## src/rtl/uart_pkg.sv

```systemverilog
// Shared constants and FSM encoding for the UART transmit buffer.
package uart_pkg;

    localparam int DEPTH_DEF      = 16;
    localparam int ADDR_WIDTH_DEF = 4;

    typedef enum logic [1:0] {
        IDLE      = 2'b00,
        REQUEST   = 2'b01,
        WAIT_DONE = 2'b10
    } tx_state_e;

endpackage

```

## src/rtl/uart_byte_fifo.sv

```systemverilog
// Byte FIFO: storage, pointers, occupancy count and full/empty flags.
module uart_byte_fifo
    import uart_pkg::*;
#(
    parameter int DEPTH      = DEPTH_DEF,
    parameter int ADDR_WIDTH = ADDR_WIDTH_DEF
) (
    input  logic                  clock,
    input  logic                  reset,
    input  logic [7:0]            wr_data_i,
    input  logic                  wr_en_i,
    input  logic                  rd_en_i,
    output logic [7:0]            rd_data_o,
    output logic                  full_o,
    output logic                  empty_o,
    output logic [ADDR_WIDTH:0]   count_o,
    output logic                  drop_o
);

    localparam logic [ADDR_WIDTH:0] FULL_CNT = (ADDR_WIDTH + 1)'(DEPTH);

    logic [7:0]            mem_q [DEPTH];
    logic [ADDR_WIDTH-1:0] wr_ptr_q;
    logic [ADDR_WIDTH-1:0] wr_ptr_d;
    logic [ADDR_WIDTH-1:0] rd_ptr_q;
    logic [ADDR_WIDTH-1:0] rd_ptr_d;
    logic [ADDR_WIDTH:0]   count_q;
    logic [ADDR_WIDTH:0]   count_d;
    logic                  do_wr;
    logic                  do_rd;

    assign full_o    = (count_q == FULL_CNT);
    assign empty_o   = (count_q == '0);
    assign count_o   = count_q;
    assign rd_data_o = mem_q[rd_ptr_q];

    // Full is judged on the registered count, so a same-cycle pop never frees a slot.
    assign do_wr  = wr_en_i & ~full_o;
    assign do_rd  = rd_en_i & ~empty_o;
    assign drop_o = wr_en_i & full_o;

    always_comb begin
        wr_ptr_d = wr_ptr_q;
        rd_ptr_d = rd_ptr_q;
        count_d  = count_q;
        if (do_wr) begin
            wr_ptr_d = wr_ptr_q + 1'b1;
        end
        if (do_rd) begin
            rd_ptr_d = rd_ptr_q + 1'b1;
        end
        unique case ({do_wr, do_rd})
            2'b10:   count_d = count_q + 1'b1;
            2'b01:   count_d = count_q - 1'b1;
            default: count_d = count_q;
        endcase
    end

    always_ff @(posedge clock) begin
        if (do_wr) begin
            mem_q[wr_ptr_q] <= wr_data_i;
        end
    end

    always_ff @(posedge clock) begin
        if (reset) begin
            wr_ptr_q <= '0;
            rd_ptr_q <= '0;
            count_q  <= '0;
        end else begin
            wr_ptr_q <= wr_ptr_d;
            rd_ptr_q <= rd_ptr_d;
            count_q  <= count_d;
        end
    end

endmodule

```

## src/rtl/uart_tx_buffer.sv

```systemverilog
// Transmit buffer: byte FIFO feeding a UART transmitter through a
// request/capture handshake, with a sticky overflow flag.
module uart_tx_buffer
    import uart_pkg::*;
#(
    parameter int DEPTH      = DEPTH_DEF,
    parameter int ADDR_WIDTH = ADDR_WIDTH_DEF
) (
    input  logic                  clock,
    input  logic                  reset,
    input  logic [7:0]            wr_data,
    input  logic                  wr_en,
    input  logic                  ovf_clear,
    output logic                  full,
    output logic                  empty,
    output logic [ADDR_WIDTH:0]   count,
    output logic                  overflow,
    output logic                  tx_start,
    output logic [7:0]            tx_data,
    input  logic                  tx_read_data,
    input  logic                  tx_busy
);

    tx_state_e state_q;
    tx_state_e state_d;
    logic      overflow_q;
    logic      overflow_d;
    logic      drop;

    uart_byte_fifo #(
        .DEPTH      (DEPTH),
        .ADDR_WIDTH (ADDR_WIDTH)
    ) u_fifo (
        .clock     (clock),
        .reset     (reset),
        .wr_data_i (wr_data),
        .wr_en_i   (wr_en),
        .rd_en_i   (tx_read_data),
        .rd_data_o (tx_data),
        .full_o    (full),
        .empty_o   (empty),
        .count_o   (count),
        .drop_o    (drop)
    );

    // A drop in the same cycle as a clear wins, so no lost byte goes unreported.
    always_comb begin
        overflow_d = overflow_q;
        if (drop) begin
            overflow_d = 1'b1;
        end else if (ovf_clear) begin
            overflow_d = 1'b0;
        end
    end

    always_comb begin
        state_d = state_q;
        unique case (state_q)
            IDLE: begin
                if (!empty && !tx_busy) begin
                    state_d = REQUEST;
                end
            end
            REQUEST: begin
                if (tx_read_data) begin
                    state_d = WAIT_DONE;
                end
            end
            WAIT_DONE: begin
                if (!tx_busy) begin
                    state_d = IDLE;
                end
            end
            default: state_d = IDLE;
        endcase
    end

    always_ff @(posedge clock) begin
        if (reset) begin
            state_q    <= IDLE;
            overflow_q <= 1'b0;
        end else begin
            state_q    <= state_d;
            overflow_q <= overflow_d;
        end
    end

    assign tx_start = (state_q == REQUEST);
    assign overflow = overflow_q;

endmodule

```

## config.mk

```make
export PLATFORM = sky130hd
export DESIGN_NAME = uart_tx_buffer
export DESIGN_NICKNAME = d
export VERILOG_FILES = /design/src/rtl/uart_pkg.sv /design/src/rtl/uart_byte_fifo.sv /design/src/rtl/uart_tx_buffer.sv
export SDC_FILE = /design/constraint.sdc
export NUM_CORES = 1
export LEC_CHECK = 0
export CORE_MARGIN = 10
export CORE_UTILIZATION = 43
export CTS_CLUSTER_DIAMETER = 50
export DETAILED_ROUTE_END_ITERATION = 8
export PLACE_DENSITY = 0.66
export REMOVE_ABC_BUFFERS = 1
export SYNTH_ARGS = -nofsm -noshare
export SYNTH_HDL_FRONTEND = slang
export SYNTH_SLANG_ARGS = --single-unit
```

## constraint.sdc

```tcl
create_clock -name clock -period 2.95 [get_ports clock]
set_input_delay 0.59 -clock clock [delete_from_list [all_inputs] [get_ports clock]]
set_output_delay 0.59 -clock clock [all_outputs]
set_load 0.02 [all_outputs]
```

==> results of run 1 <==
repair_timing:
item,CTS,global route
gates resized for setup,10,2
gates cloned,0,1
setup endpoints to repair,10,3
area by class of cell:
cell class | count | area (sq um) | share of cell area, %
flip-flops and latches | 148 | 4245 | 58.56
repair buffers | 60 | 570.5 | 7.870
inverters | 9 | 33.78 | 0.4660
well taps | 176 | 220.2 | 3.038
multi-input cells | 160 | 1637 | 22.58
clock inverters | 10 | 110.1 | 1.519
clock buffers | 19 | 432.9 | 5.972
worst paths after layout:
path,start,endpoint,slack (ns)
min reg2reg,state_q[1],state_q[0],0.46
max,flip-flop,tx_data[7],0.11
max reg2reg,u_fifo.count_o[0],u_fifo.count_o[4],0.20
min,state_q[1],state_q[0],0.46
synthesized netlist by cell type (4+ instances only):
master and n:
clkbuf_1 10, nor4_1 4, edfxtp_1 128, nand2_1 13
dfxtp_1 20, a22oi_1 16, and2_1 9, buf_2 5
a21oi_1 4, nor2b_1 4, nor3b_1 4, mux4_2 32
nor2_1 20, xor2_1 6, ha_1 9, inv_1 9
power by group:
group          leakage (uW)  switching [uW]  total [uW]  internal [uW]
Sequential          0.00132            76.1        2490           2410
Combinational      0.000849             907        1780            874
Clock              0.000260             778        2000           1220
Total               0.00243            1760        6270           4510
flip-flops by register name (all words and copies together), names as in the netlist, named ones only:
name,flops
u_fifo.wr_ptr_q,4
u_fifo.rd_ptr_q,4
u_fifo.count_o,5
overflow,1
state_q,2
u_fifo.mem_q,128
cell families (layout without fill, tap and decap cells):
group / Yosys count / after routing / share of synthesized area, %
buf+inv: 27 / 98 / 1.810
flops: 148 / 148 / 71.40
fa+ha+maj: 9 / 9 / 1.894
compound gates: 34 / 34 / 4.294
simple gates: 73 / 73 / 6.651
xor+xnor: 9 / 9 / 1.326
mux: 35 / 35 / 12.63
per-stage QoR:
step                      TNS [ns]  utilization, %  cells  hold WS [ns]  area, sq um
after floorplan            -0.6512               -    317        0.4209         5871
after global placement           0           49.79    552        0.4303         6673
after detailed placement         0           49.79    552        0.4545         6673
after CTS                        0           53.84    581        0.4636         7214
after global routing             0           54.10    582        0.5062         7249
final                            0           54.10    582        0.4557         7249
per-layer routing:
metal  vias up  global-route usage [%]  share of wire [%]
met4         0                   4.215               0.85
met2        70                   22.83                 51
met3        12                   4.443                4.9
li1       1453                       -                  -
met1      1631                   16.24                 43
met5         -                       0                  0
==> metrics.csv, run 1 <==
stage,metric,value,unit
routing,DRT Pass-1 Iters,4,
sta,Hold Fails Final Rpt,0,
clocking,CTS tree,yes,
hold_path,worst hold path type,reg -> reg,
critical_path,"delay-heaviest family, CP",buffers and inverters,
yosys,Synth top area share,64.66,%
cells_and_area,fin nets,419,
yosys,Async SR Flop Fraction,0,%
pwr,Max VDD drop,0.4353,mV
placement,post-DP HPWL,7.584,mm
die,Core ar.,0.01340,sq mm
clocking,CTS root buffer,clkbuf_16,
hold_path,Worst Hold Depth,1,
sta,final worst setup slack,0.1080,ns
routing,DR vias/cell,5.440,
routing,routed len/inst,20.52,um
pwr,Cell Pwr Density,865.0,mW/mm^2
sta,RSZ-0062 raised after global routing,no,
yosys,largest area contributor in the netlist,edfxtp_1,
yosys,number of synthesized flops with an enable pin,128,
sta,Max Fclk,351.9,MHz
cells_and_area,"Area growth, synth to finish",21.95,%
job,Max-Cap Viols,0,
sta,endpoints failing setup,0,
global_routing,initial antenna violation count,0,
global_routing,Overall Global Routing Usage,13.59,%
critical_path,crit end category,output pin,
sta,Final Cycle Share,96.34,%
yosys,synth top area cells,"edfxtp_1 65%, mux4_2 12%, dfxtp_1 6.7%",
placement,dpl ws,0.07877,ns
critical_path,Startpoint Class,flip-flop,
critical_path,Crit path largest cell delay,0.51,ns
critical_path,WP data arrival,2.25,ns
critical_path,Crit path buffers/inverters,2,
routing,Post-DRT Antenna Nets,0,
critical_path,Worst path depth,5,
global_routing,global-route wire length before repair,18.95,mm
cells_and_area,Antenna Cells,0,
global_routing,grt ovf,0,
pwr,Pleak,0.002429,uW
yosys,"Cell Area, Synth",0.005944,sq mm
clocking,Clock Path Buffers,2,
die,Die Span Y,137.6,um
status,outcome,"complete, no violations",
pwr,Power Total,6271,uW
clocking,Num CTS Buffers,17,
sta,final-report max-slew violation count,0,
die,Initial Utilization,44.36,%
yosys,sequential share of the synthesized area,71.40,%
clocking,CTS Hold Buffers Added,0,
cells_and_area,"commonest non-fill, non-tap cell in the layout",edfxtp_1,
clocking,CTS H-tree lvls,4,
die,Die Footprint,0.01893,sq mm
cells_and_area,Layout fillers,1069,
critical_path,Crit path required time,2.36,ns
cells_and_area,"commonest cells after routing, fill and taps aside","128 x edfxtp_1, 32 x mux4_2, 26 x buf_4, 22 x clkdlybuf4s50_1, 20 x nor2_1",
yosys,synthesized flop and latch total,148,
clocking,clk sinks,148,
sta,Tightest Pin Transition,0.5649,ns
routing,starting DRC count in detailed routing,207,
sta,Worst slew margin,62.22,%
clocking,setup bufs post-CTS,0,
clocking,clk slew on worst S/H paths,0.05,ns
cells_and_area,fraction of layout cells with a size suffix above 1,24.38,%
yosys,ys flop type,edfxtp_1,
critical_path,Critical-path top delay cell,mux4_2,
critical_path,"Max FO, Critical Path",11,
clocking,clock latency on the worst-skew pair,0.41,ns
yosys,Synth Area per Inst,17.74,sq um
placement,GPL Wtd Cong,0.8236,
critical_path,CP cell instances,buf_12 > mux4_2 > a22oi_1 > nand2_1 > dlygate4sd2_1,
die,I/O pin cnt,31,
yosys,Yosys cell types,43,
critical_path,Worst R2R Path Depth,10,
critical_path,crit path kind,reg -> out,
die,FP Rows,42,
sta,min cycle time layout,2.842,ns
yosys,Gate Count Post-Synth,335,
sta,clk_skew,0.006500,ns
routing,number of remaining DRC errors,0,
global_routing,vias in the first global route,3441,
yosys,Synth Warn #,0,
routing,drt total wl,11.94,mm
die,die extent in x,137.6,um
routing,routed vias,3166,
placement,Port Buffers,30,
global_routing,largest net degree at the start of global routing,33,
Power figures use the tool's default switching activity.
==> run 2, diff against run 1 <==
--- a/config.mk
+++ b/config.mk
@@ -5,7 +5,8 @@
 export SDC_FILE = /design/constraint.sdc
 export NUM_CORES = 1
 export LEC_CHECK = 0
-export CORE_MARGIN = 10
+export CORE_ASPECT_RATIO = 1.75
+export CORE_MARGIN = 3
 export CORE_UTILIZATION = 43
 export CTS_CLUSTER_DIAMETER = 50
 export DETAILED_ROUTE_END_ITERATION = 8
==> metrics.csv, run 2 (synthesis results as in run 1) <==
stage,metric,value,unit,change
critical_path,WP data arrival,2.24,ns,about the same
routing,Routed met3 length,301,um,-48%
critical_path,CP cell instances,bufbuf_16 > mux4_2 > a22oi_1 > nand2_1 > dlygate4sd2_1,,
critical_path,Critical-path top delay cell,mux4_2,,
global_routing,initial antenna violation count,0,,unchanged
sta,setup TNS,0,ns,unchanged
hold_path,worst hold path type,reg -> reg,,
routing,DR vias/cell,5.403,,-0.68%
sta,Final Cycle Share,96.02,%,-0.32 points
sta,clk_skew,0.01217,ns,+0.005674 ns
clocking,CTS H-tree lvls,4,,unchanged
clocking,clk slew on worst S/H paths,0.06,ns,about the same
routing,Post-DRT Antenna Nets,0,,unchanged
global_routing,Overall Global Routing Usage,17.10,%,+3.5 points
cells_and_area,fraction of layout cells with a size suffix above 1,24.69,%,+0.31 points
global_routing,vias in the first global route,3330,,-3.2%
cells_and_area,fin nets,419,,unchanged
clocking,clock latency on the worst-skew pair,0.41,ns,about the same
cells_and_area,max reg flops,128,,unchanged
sta,min cycle time layout,2.832,ns,-0.009546 ns
placement,Port Buffers,30,,unchanged
cells_and_area,"Area growth, synth to finish",22.42,%,
placement,GPL Wtd Cong,0.7543,,-8.4%
sta,final-report max-slew violation count,0,,unchanged
global_routing,largest net degree at the start of global routing,33,,unchanged
die,Die Span Y,161.5,um,+17%
routing,routed len/inst,20.28,um,-1.2%
die,Die Footprint,0.01533,sq mm,-19%
clocking,setup bufs post-CTS,0,,unchanged
clocking,Clock Path Buffers,2,,unchanged
pwr,Cell Pwr Density,874.9,mW/mm^2,+1.1%
die,FP Rows,56,,+33%
sta,Worst slew margin,61.08,%,-1.1 points
die,die extent in x,94.88,um,-31%
cells_and_area,"commonest non-fill, non-tap cell in the layout",edfxtp_1,,
critical_path,crit end category,output pin,,
critical_path,Crit path buffers/inverters,2,,unchanged
routing,DRT Pass-1 Iters,4,,unchanged
cells_and_area,Antenna Cells,0,,unchanged
global_routing,grt ovf,0,,unchanged
cells_and_area,Largest Register,u_fifo.mem_q,,
sta,Hold Fails Final Rpt,0,,unchanged
global_routing,global-route wire length before repair,18.73,mm,-1.1%
cells_and_area,Layout fillers,1112,,+4.0%
critical_path,"Max FO, Critical Path",16,,+5
routing,metal1 wirelength,4.610,mm,-10%
routing,drt total wl,11.82,mm,-1.0%
routing,DR WL met2,6.708,mm,+9.3%
clocking,clk sinks,148,,unchanged
clocking,CTS root buffer,clkbuf_16,,
critical_path,Worst path depth,5,,unchanged
die,Initial Utilization,44.19,%,-0.17 points
die,I/O pin cnt,31,,unchanged
critical_path,Worst R2R Path Depth,10,,unchanged
hold_path,Worst Hold Depth,1,,unchanged
clocking,Num CTS Buffers,17,,unchanged
placement,post-DP HPWL,7.884,mm,+4.0%
routing,number of remaining DRC errors,0,,unchanged
sta,endpoints failing setup,0,,unchanged
pwr,Max VDD drop,0.5045,mV,+16%
sta,Max Fclk,353.0,MHz,+0.34%
sta,RSZ-0062 raised after global routing,yes,,
routing,routed vias,3150,,-0.51%
routing,starting DRC count in detailed routing,164,,-21%
critical_path,"delay-heaviest family, CP",buffers and inverters,,
routing,Top Layer Used,met4,,
cells_and_area,Util after Layout,54.09,%,about the same
critical_path,Startpoint Class,flip-flop,,
job,Max-Cap Viols,0,,unchanged
pwr,Pleak,0.002484,uW,+2.3%
cells_and_area,"commonest cells after routing, fill and taps aside","128 x edfxtp_1, 32 x mux4_2, 27 x buf_4, 20 x nor2_1, 20 x clkdlybuf4s50_1",,
die,Core ar.,0.01345,sq mm,+0.39%
critical_path,Crit path required time,2.36,ns,about the same
sta,Tightest Pin Transition,0.5838,ns,+0.01894 ns
status,outcome,"complete, no violations",,
critical_path,crit path kind,reg -> out,,
critical_path,Crit path largest cell delay,0.51,ns,about the same
clocking,CTS tree,yes,,
run 2: cell type report:
| class | count | area [sq um] | area share (%) |
|---|---|---|---|
| multi-input combinational | 160 | 1617 | 22.21 |
| inverter | 9 | 33.78 | 0.4642 |
| clock buffer | 18 | 429.2 | 5.898 |
| sequential | 148 | 4245 | 58.34 |
| clock inverter | 14 | 163.9 | 2.252 |
| timing repair buffer | 60 | 570.5 | 7.840 |
| tap | 174 | 217.7 | 2.992 |
run 2: worst paths after layout:
path                            end               from  slack [ns]
hold reg to reg          state_q[0]         state_q[1]        0.46
setup / recovery         tx_data[0]          flip-flop        0.12
hold / removal           state_q[0]         state_q[1]        0.46
setup reg to reg  u_fifo.count_o[4]  u_fifo.count_o[0]        0.20
run 2: metrics by stage:
step	setup WS, ns	instance area (sq um)	cells	hold WS, ns	total power (uW)
after floorplan	-0.09491	5871	317	0.4209	3608
after global placement	0.1588	6645	550	0.4307	4247
after detailed placement	0.07488	6645	550	0.4441	4288
after CTS	0.01993	7261	583	0.4596	6441
after global routing	-0.0001130	7277	583	0.4902	6672
final	0.1175	7277	583	0.4554	6367
run 2: metal layers:
layer	global-route usage, %	up-vias
met1	19.60	1620
met5	0	-
met4	7.096	0
li1	-	1462
met2	30.68	56
met3	3.169	12
run 2: power by group:
part | switching, uW | internal (uW)
Combinational | 899 | 856
Clock | 861 | 1270
Sequential | 67.0 | 2410
Total | 1830 | 4540
run 2: what timing repair did:
item                       in CTS  in global routing
hold buffers                    0                  0
gates resized for setup         8                  4
setup endpoints to repair       8                  5
gates cloned                    1                  0
